## config.mk

```make
export PLATFORM = sky130hd
export DESIGN_NAME = nibble_serial_subtractor
export DESIGN_NICKNAME = d
export VERILOG_FILES = /design/src/rtl/sub_pkg.sv /design/src/rtl/cla4_slice.sv /design/src/rtl/nibble_serial_subtractor.sv
export SDC_FILE = /design/constraint.sdc
export NUM_CORES = 1
export LEC_CHECK = 0
export BUFFER_PORTS_ARGS = -buffer_cell sky130_fd_sc_hd__buf_2
export CAP_MARGIN = 20
export CELL_PAD_IN_SITES_DETAIL_PLACEMENT = 0
export CELL_PAD_IN_SITES_GLOBAL_PLACEMENT = 1
export CORE_ASPECT_RATIO = 1.4
export CORE_UTILIZATION = 43
export DETAILED_ROUTE_END_ITERATION = 12
export HOLD_SLACK_MARGIN = 0.08
export PLACE_DENSITY = 0.91
export SLEW_MARGIN = 20
export SYNTH_ARGS = -nofsm -noshare
export SYNTH_HDL_FRONTEND = slang
export SYNTH_SLANG_ARGS = --single-unit
```

## constraint.sdc

```tcl
create_clock -name clk -period 5.78 [get_ports clk]
set_input_delay 0.867 -clock clk [delete_from_list [all_inputs] [get_ports clk]]
set_output_delay 0.867 -clock clk [all_outputs]
set_load 0.02 [all_outputs]
```

## src/rtl/sub_pkg.sv

```systemverilog
`default_nettype none
// +-----------------------------------------------------------------------+
// | sub_pkg : shared types and constants for nibble_serial_subtractor     |
// | Revision: 1.0                                                         |
// +-----------------------------------------------------------------------+
package sub_pkg;

  typedef enum logic [1:0] {
    ST_IDLE = 2'd0,
    ST_RUN  = 2'd1,
    ST_DONE = 2'd2
  } state_e;

  localparam int SLICE_W = 4;

  function automatic int num_slices(input int width);
    return width / SLICE_W;
  endfunction

endpackage
`default_nettype wire

```

## src/rtl/cla4_slice.sv

```systemverilog
`default_nettype none
// +-----------------------------------------------------------------------+
// | cla4_slice : combinational 4-bit carry-lookahead adder cell           |
// | Revision: 1.0                                                         |
// +-----------------------------------------------------------------------+
module cla4_slice (
  input  logic [3:0] x,
  input  logic [3:0] y,
  input  logic       ci,
  output logic [3:0] s,
  output logic       co
);

  logic [3:0] w_g;
  logic [3:0] w_p;
  logic [3:0] w_c;

  assign w_g = x & y;
  assign w_p = x ^ y;

  // Each carry is expanded directly from ci so no term ripples through another.
  assign w_c[0] = ci;
  assign w_c[1] = w_g[0] | (w_p[0] & ci);
  assign w_c[2] = w_g[1] | (w_p[1] & w_g[0]) | (w_p[1] & w_p[0] & ci);
  assign w_c[3] = w_g[2] | (w_p[2] & w_g[1]) | (w_p[2] & w_p[1] & w_g[0])
                | (w_p[2] & w_p[1] & w_p[0] & ci);
  assign co     = w_g[3] | (w_p[3] & w_g[2]) | (w_p[3] & w_p[2] & w_g[1])
                | (w_p[3] & w_p[2] & w_p[1] & w_g[0])
                | (w_p[3] & w_p[2] & w_p[1] & w_p[0] & ci);

  assign s = w_p ^ w_c;

endmodule
`default_nettype wire

```

## src/rtl/nibble_serial_subtractor.sv

```systemverilog
`default_nettype none
// +-----------------------------------------------------------------------+
// | nibble_serial_subtractor : diff = a - b - bin, one nibble per clock   |
// | Optional signed overflow output enabled by SUB_SIGNED_OVF_EN.         |
// | Revision: 1.0                                                         |
// +-----------------------------------------------------------------------+
module nibble_serial_subtractor
  import sub_pkg::*;
#(
  parameter int WIDTH = 16
) (
  input  logic             clk,
  input  logic             rst,
  input  logic             start,
  input  logic [WIDTH-1:0] a,
  input  logic [WIDTH-1:0] b,
  input  logic             bin,
  output logic             busy,
  output logic             done,
  output logic [WIDTH-1:0] diff,
  output logic             bout
`ifdef SUB_SIGNED_OVF_EN
  ,
  output logic             ovf
`endif
);

  localparam int N     = num_slices(WIDTH);
  localparam int IDX_W = (N > 1) ? $clog2(N) : 1;
  localparam logic [IDX_W-1:0] LAST_IDX = IDX_W'(N - 1);

  state_e             state_q, state_d;
  logic [IDX_W-1:0]   idx_q, idx_d;
  logic [WIDTH-1:0]   a_q, a_d;
  logic [WIDTH-1:0]   b_q, b_d;
  logic               carry_q, carry_d;
  logic [WIDTH-1:0]   diff_q, diff_d;
  logic               bout_q, bout_d;
`ifdef SUB_SIGNED_OVF_EN
  logic               ovf_q, ovf_d;
`endif

  logic [SLICE_W-1:0] w_x;
  logic [SLICE_W-1:0] w_y;
  logic [SLICE_W-1:0] w_s;
  logic               w_co;

  // Subtraction as a + ~b + c, with the running carry the inverse of the borrow.
  assign w_x = a_q[{idx_q, 2'b00} +: SLICE_W];
  assign w_y = ~b_q[{idx_q, 2'b00} +: SLICE_W];

  cla4_slice u_cla4_slice (
    .x  (w_x),
    .y  (w_y),
    .ci (carry_q),
    .s  (w_s),
    .co (w_co)
  );

  always_comb begin
    state_d = state_q;
    idx_d   = idx_q;
    a_d     = a_q;
    b_d     = b_q;
    carry_d = carry_q;
    diff_d  = diff_q;
    bout_d  = bout_q;
`ifdef SUB_SIGNED_OVF_EN
    ovf_d   = ovf_q;
`endif
    case (state_q)
      ST_IDLE: begin
        if (start) begin
          a_d     = a;
          b_d     = b;
          carry_d = ~bin;
          idx_d   = '0;
          state_d = ST_RUN;
        end
      end
      ST_RUN: begin
        diff_d[{idx_q, 2'b00} +: SLICE_W] = w_s;
        carry_d = w_co;
        bout_d  = ~w_co;
        if (idx_q == LAST_IDX) begin
          state_d = ST_DONE;
`ifdef SUB_SIGNED_OVF_EN
          ovf_d   = (a_q[WIDTH-1] != b_q[WIDTH-1]) && (w_s[SLICE_W-1] != a_q[WIDTH-1]);
`endif
        end else begin
          idx_d = idx_q + IDX_W'(1);
        end
      end
      ST_DONE: state_d = ST_IDLE;
      default: state_d = ST_IDLE;
    endcase
  end

  always_ff @(posedge clk) begin
    if (rst) begin
      state_q <= ST_IDLE;
      idx_q   <= '0;
      a_q     <= '0;
      b_q     <= '0;
      carry_q <= 1'b0;
      diff_q  <= '0;
      bout_q  <= 1'b0;
`ifdef SUB_SIGNED_OVF_EN
      ovf_q   <= 1'b0;
`endif
    end else begin
      state_q <= state_d;
      idx_q   <= idx_d;
      a_q     <= a_d;
      b_q     <= b_d;
      carry_q <= carry_d;
      diff_q  <= diff_d;
      bout_q  <= bout_d;
`ifdef SUB_SIGNED_OVF_EN
      ovf_q   <= ovf_d;
`endif
    end
  end

  assign busy = (state_q != ST_IDLE);
  assign done = (state_q == ST_DONE);
  assign diff = diff_q;
  assign bout = bout_q;
`ifdef SUB_SIGNED_OVF_EN
  assign ovf  = ovf_q;
`endif

endmodule
`default_nettype wire

```

==> results of run 1 <==
## cell usage in the layout, fill, tap and decap left out, types with 2 or more instances in the layout
cell,Yosys,routed
a21o_1,2,2
a21oi_1,35,35
a22oi_1,5,5
a2bb2oi_1,4,4
a32oi_1,2,2
buf_2,7,54
clkbuf_8,0,5
dfxtp_1,54,54
ha_1,11,11
inv_1,14,14
mux4_2,8,8
nand2_1,72,72
nand3_1,2,2
nand3b_1,7,7
nor2_1,18,18
nor3b_1,2,2
o31ai_1,6,6
xnor2_1,2,2
## area by class of cell
type	instances	area share, %
sequential	54	37.50
clock buffer	5	2.387
tap	68	2.951
inverter	14	1.823
timing repair buffer	55	9.766
multi-input combinational	194	44.05
clock inverter	3	1.519
## state kept, by name (all words and copies together), names as in the netlist
name	cells
idx_q	2
b_q	16
state_q	2
carry_q	1
a_q	16
diff	16
bout	1
## per-stage QoR
| stage | setup WS (ps) | cells | utilization (%) |
|---|---|---|---|
| floorplan | 3411 | 279 | - |
| global placement | 3071 | 384 | 49.57 |
| detailed placement | 2990 | 384 | 49.57 |
| CTS | 2982 | 392 | 51.60 |
| global route | 2793 | 393 | 51.80 |
| finish | 3021 | 393 | 51.80 |
## logic make-up (layout without fill, tap and decap cells)
logic type	after synthesis	after routing
AND/OR/NAND/NOR	112	112
buffers and inverters	31	77
multiplexers	8	8
AO/OA/AOI/OAI	60	60
adder cells (fa/ha/maj)	12	12
flip-flops	54	54
XOR/XNOR	2	2
## metal layers
metal | track usage (%) | wire [µm] | part of all wire (%)
met1 | 22.46 | 2320 | 44
met2 | 34.27 | 2676 | 51
met3 | 3.483 | 162 | 3.1
met4 | 6.915 | 98 | 1.9
met5 | 0 | 0 | 0
## synth_stat cells (all sizes together), types with 2 or more instances
cell and n:
a21o 2, a21oi 36, a22oi 5, a2bb2oi 4, a32oi 2, buf 10, clkbuf 7, dfxtp 54
ha 11, inv 14, mux4 8, nand2 72, nand3 2, nand3b 8, nor2 18, nor3b 3
o31ai 6, xnor2 2
## path summary, 6_finish.rpt
| kind | from | end | slack (ps) | cells past startpoint |
|---|---|---|---|---|
| setup reg to reg | idx_q[0] | diff[14] | 3020 | 6 |
| setup / recovery | idx_q[0] | diff[14] | 3020 | 6 |
| hold / removal | b_q[10] | b_q[10] | 460 | 2 |
| hold reg to reg | b_q[10] | b_q[10] | 460 | 2 |
## worst min-delay path, cell delays in order (launching register included)
cell,delay (ps)
dfxtp_1,320
nand2_1,50
a21oi_1,50
## report_power, final
part	switching [W]	leakage [nW]	internal [W]
logic	0.0000768	0.752	0.0000616
registers	0.0000176	0.441	0.000391
clock network	0.000124	0.0585	0.000130
==> impl_metrics.tcl, run 1 <==
set metrics [dict create \
    crit_path_start_kind "register" \
    tightest_slew_ps 990.8 \
    required_ps 5950 \
    ys_ff_latch 54 \
    finalHoldWorstSlack_ps 460.9 \
    synth_xor_area_share_pct 0.7032 \
    fin_setup_tns_ps 0 \
    synth_top_cell_area_share_pct 43.40 \
    slew_headroom_pct 33.95 \
    n_fill_cell 549 \
    path_cells "mux4_2 > ha_1 > or2_2 > a21o_1 > a32oi_1 > nor2_1" \
    synth_mux_area_share_pct 7.233 \
    synthAdderAreaFrac_pct 6.328 \
    cpPeakStageDelay_ps 870 \
    wl_um 5257 \
    synthFlopType "dfxtp_1" \
    arrival_ps 2930 \
    synth_compound_area_share_pct 15.02 \
    cts_buffers 5 \
    io_buffers 54 \
    synth_top_family_by_area "simple AND/OR/NAND/NOR gates" \
    synthCells 279 \
    cp_slowest_cell "dfxtp_1" \
    cts_resized 0 \
    hold_class "register to register" \
    vdd_ir_drop_max_uv 148.1 \
    post-cts-setup-buffers 0 \
    clkLatencyLatePin_ps 310 \
    crit_type "register to register" \
    synth_top_cell_by_area "dfxtp_1" \
    synthArstFlopShare_pct 0 \
    grt_pass1_wl_um 9004 \
    hpwl_um 3950 \
    p_leak_nw 1.252 \
    overflow 0 \
    setup_viol 0 \
    finalClockSkew_ps 3.242 \
    power.total_w 0.0008014 \
    diodes 0 \
    ys_top_cells_by_area "dfxtp_1 43%, nand2_1 11%, mux4_2 7.2%" \
    track_usage_pct 19.29 \
    postPlaceCellArea_um2 2759 \
    worstPathBufferInverterCount 0 \
    hold_buffers 0 \
    critical_path.top_delay_family "flip-flops" \
    grt_setup_unrepaired "no" \
    fmax_mhz 362.5 \
    fin_crit_ps 2759 \
    fp.dieArea_um2 6106 \
    synth_edf_count 0 \
    grt_max_degree 61 \
    drt_iter0_markers 76 \
    fin_area_um2 2883 \
    power_density_nw_per_um2 278.0 \
    cts_tree "built" \
    cts_max_path_buffers 2 \
    initial_core_util_pct 44.76 \
    htreeDepth 2 \
    cp-end-kind "register" \
    cp_max_fo 16 \
    outcome "finished clean" \
    yosys_warnings 0 \
    vias 1999 \
    synth_area_per_cell_um2 8.929 \
    gp_congestion 0.7876 \
    antenna_found_initial 0 \
    synth_cell_types 38 \
    fp.dieH_um 92.06 \
    ant_nets 0 \
    ys_seq_area_share_pct 43.40 \
    multiInputGateArea_um2 1270 \
    drive_above_1_share_pct 23.69 \
    nets 372 \
    wl_per_cell_um 13.38 \
    rows 32 \
    drc 0 \
    boundaryPins 55 \
    syn_area_um2 2491 \
    clockRootBuffer "clkbuf_8" \
    slew_violations 0 \
    firstDrtPassIters 4 \
    synth-simple-area-share_pct 21.70 \
    synth_nets 327 \
    fin_crit_sh_pct 47.73 \
    seq_area_um2 1081 \
    clk_pin_slew_worst_paths_ps 100 \
    cts.sinks 54 \
    max_cap_violations 0 \
    dieWidth_um 66.33 \
    hold_viol 0 \
    grt_pass1_vias 1935 \
    syn_to_final_growth_pct 15.72 \
    core_um2 5565 \
    viasPerCell 5.087 \
]
No activity file was read; power rests on OpenSTA's default activity.
==> run 2: changes to the inputs <==
--- a/config.mk
+++ b/config.mk
@@ -5,15 +5,16 @@
 export SDC_FILE = /design/constraint.sdc
 export NUM_CORES = 1
 export LEC_CHECK = 0
+export ABC_AREA = 1
 export BUFFER_PORTS_ARGS = -buffer_cell sky130_fd_sc_hd__buf_2
 export CAP_MARGIN = 20
 export CELL_PAD_IN_SITES_DETAIL_PLACEMENT = 0
 export CELL_PAD_IN_SITES_GLOBAL_PLACEMENT = 1
 export CORE_ASPECT_RATIO = 1.4
-export CORE_UTILIZATION = 43
+export CORE_UTILIZATION = 35
 export DETAILED_ROUTE_END_ITERATION = 12
 export HOLD_SLACK_MARGIN = 0.08
-export PLACE_DENSITY = 0.91
+export PLACE_DENSITY = 0.83
 export SLEW_MARGIN = 20
 export SYNTH_ARGS = -nofsm -noshare
 export SYNTH_HDL_FRONTEND = slang
==> constraint.sdc (replaced) <==
create_clock -name clk -period 2.3 [get_ports clk]
set_input_delay 0.345 -clock clk [delete_from_list [all_inputs] [get_ports clk]]
set_output_delay 0.345 -clock clk [all_outputs]
set_load 0.02 [all_outputs]
==> run 2 against run 1 <==
Compared with the run above:
- the flow now finishes with violations (design-rule violations)
- cell area grew 6.0%
- synthesized area shrank 0.25%
- wire length grew 10%
- sequential power grew to 2.5 times the previous value
- synthesized cell count grew 19%
- via count grew 13%
- hold slack lost 200 ps
- highest routed layer unchanged
==> impl_metrics.tcl, run 2 <==
set metrics [dict create \
    io_buffers 54 \
    layout_common_cells "84 x nor2_1, 54 x buf_2, 53 x dfxtp_1, 50 x nand2_1, 40 x o21ai_0" \
    ant_nets 0 \
    violations "design-rule violations" \
    fin_crit_ps 2143 \
    grt_pass1_wl_um 9432 \
    cp_slowest_cell "fa_1" \
    clkLatencyLatePin_ps 310 \
    ys_ff_latch 54 \
    drc 1 \
    cp_max_fo 7 \
    rows 36 \
    initial_core_util_pct 36.06 \
    syn_to_final_growth_pct 23.01 \
    wl_per_cell_um 11.88 \
    syn_area_um2 2485 \
    setup_viol 0 \
    nets 440 \
    synth_area_per_cell_um2 7.485 \
    whs_path_depth 2 \
    grt_max_degree 35 \
    fmax_mhz 466.7 \
    min_from "rst" \
    overflow 0 \
    max_cap_violations 0 \
    layout_commonest_cell "nor2_1" \
    vias 2261 \
    r2r-end "diff[13]" \
    synth_top_cell_area_share_pct 43.50 \
    cpPeakStageDelay_ps 420 \
    fin_area_um2 3057 \
    r2r-start "idx_q[1]" \
    hold_class "input port to register" \
    cts_tree "built" \
    multiInputGateArea_um2 1292 \
    htreeDepth 2 \
    antenna_found_initial 0 \
    synthArstFlopShare_pct 0 \
    fp.dieH_um 101.7 \
    fin_setup_tns_ps 0 \
    ys_seq_area_share_pct 43.50 \
    outcome "finished, violations left" \
    arrival_ps 2390 \
    ys_top_cells_by_area "dfxtp_1 44%, nor2_1 13%, o21ai_0 8.1%" \
    final_cells 487 \
    hold_viol 0 \
    synth_cell_types 28 \
    required_ps 2540 \
    tightest_slew_ps 506.2 \
    drive_above_1_share_pct 25.77 \
    critical_path.top_delay_family "buffers and inverters" \
    crit_type "register to register" \
    synthTopCellsByCount "84 x nor2_1, 54 x dfxtp_1, 51 x nand2_1, 40 x o21ai_0, 22 x a21oi_1" \
    drt_iter0_markers 43 \
    clk_pin_slew_worst_paths_ps 90 \
    cts.sinks 54 \
    power_density_nw_per_um2 718.2 \
    boundaryPins 55 \
    cts_buffers 5 \
    fp.dieArea_um2 7445 \
    hold_buffers 0 \
    vdd_ir_drop_max_uv 290.0 \
    dp.cells 474 \
    fin_crit_sh_pct 93.16 \
    diodes 0 \
    crit_path_start_kind "register" \
    synth_nets 380 \
    track_usage_pct 16.36 \
    finalClockSkew_ps 6.584 \
    synth_top_cell_by_area "dfxtp_1" \
    wl_um 5784 \
    cp-end-kind "register" \
    synthFlopType "dfxtp_1" \
    p_leak_nw 1.334 \
    viasPerCell 4.643 \
    yosys_warnings 0 \
    synthCells 332 \
    grt_pass1_vias 2145 \
    hpwl_um 4271 \
    synth_edf_count 0 \
    postPlaceCellArea_um2 2868 \
    reg2reg_slack_ps 160 \
    synth.most_common_cell "nor2_1" \
    slew_headroom_pct 66.20 \
    path_cells "clkinvlp_4 > clkbuf_2 > a21oi_1 > a32oi_2 > inv_1 > fa_1 > xnor2_1 > nand2_1 > nor2_1 > nand2_1 > a21oi_1" \
    worstPathBufferInverterCount 3 \
    core_um2 6892 \
    clockRootBuffer "clkbuf_8" \
    firstDrtPassIters 8 \
    dieWidth_um 73.21 \
    slew_violations 0 \
    cts_max_path_buffers 2 \
    hold_end "carry_q" \
    seq_area_um2 1082 \
    gp_congestion 0.8436 \
    worstRegToRegCells 11 \
    finalHoldWorstSlack_ps 264.4 \
    n_fill_cell 732 \
]
[run 2: cell types whose count changed in the layout (fill, tap and decap cells not counted), sizes merged, moves of 4 or more]
| cell | change |
|---|---|
| a2bb2oi | -4 |
| a21oi | -14 |
| nand4 | +4 |
| buf | +13 |
| nor2 | +70 |
| nand3b | -8 |
| nand3 | +5 |
| mux4 | -8 |
| nand2 | -16 |
| o21ai | +39 |
| o31ai | -6 |
[run 2: area by class of cell]
class	instances	share of cell area (%)
multi-input cells	246	42.28
flip-flops and latches	54	35.41
repair buffers	69	12.57
well taps	95	3.889
clock buffers	6	2.702
inverters	16	2.169
clock inverters	1	0.9824
[run 2: cells by family (layout without fill, tap and decap cells)]
logic type,count (synthesis),after routing,share of synthesized area (%)
and+or+nand+nor,160,160,28.05
AOI/OAI and AO/OA,73,73,16.36
DFF,54,54,43.50
buffers and inverters,32,92,5.388
xor gates and xnor gates,1,1,0.3525
adders and majority gates,12,12,6.344
[run 2: routing by layer]
| layer | GRT usage, % | routed length [µm] |
|---|---|---|
| met1 | 17.40 | 2513 |
| met4 | 8.446 | 133 |
| met5 | 0 | 0 |
| met3 | 2.886 | 207 |
| met2 | 30.20 | 2929 |
[run 2: worst max-delay path by stage]
| stage | from | end | slack (ps) | cells past startpoint |
|---|---|---|---|---|
| 2_1_floorplan | idx_q[0] | diff[7] | 140 | 12 |
| 3_3_place_gp | idx_q[0] | diff[13] | 210 | 10 |
| 3_5_place_dp | idx_q[0] | diff[13] | 80 | 10 |
| 4_1_cts | idx_q[0] | diff[13] | 60 | 10 |
| 5_1_grt | idx_q[1] | diff[13] | -10 | 11 |
| 6_report | idx_q[1] | diff[13] | 160 | 11 |
[run 2: timing repair]
action | in CTS | in global routing
gates resized for setup | 0 | 8
endpoints found under the setup margin | 0 | 7
buffers inserted | 0 | 6
[run 2: per-stage QoR]
stage          util [%]  setup slack [ps]  total power [W]
2_1_floorplan         -             136.9         0.001402
3_3_place_gp      41.61             211.8         0.001541
3_5_place_dp      41.61             80.48         0.001550
4_1_cts           43.25             59.87         0.002185
5_1_grt           44.35            -14.59         0.002332
6_report          44.35             157.3         0.002195
[run 2: power breakdown]
part / switching, W / internal (W)
combinational: 0.000311 / 0.000206
sequential: 0.0000378 / 0.000998
clock: 0.000294 / 0.000348
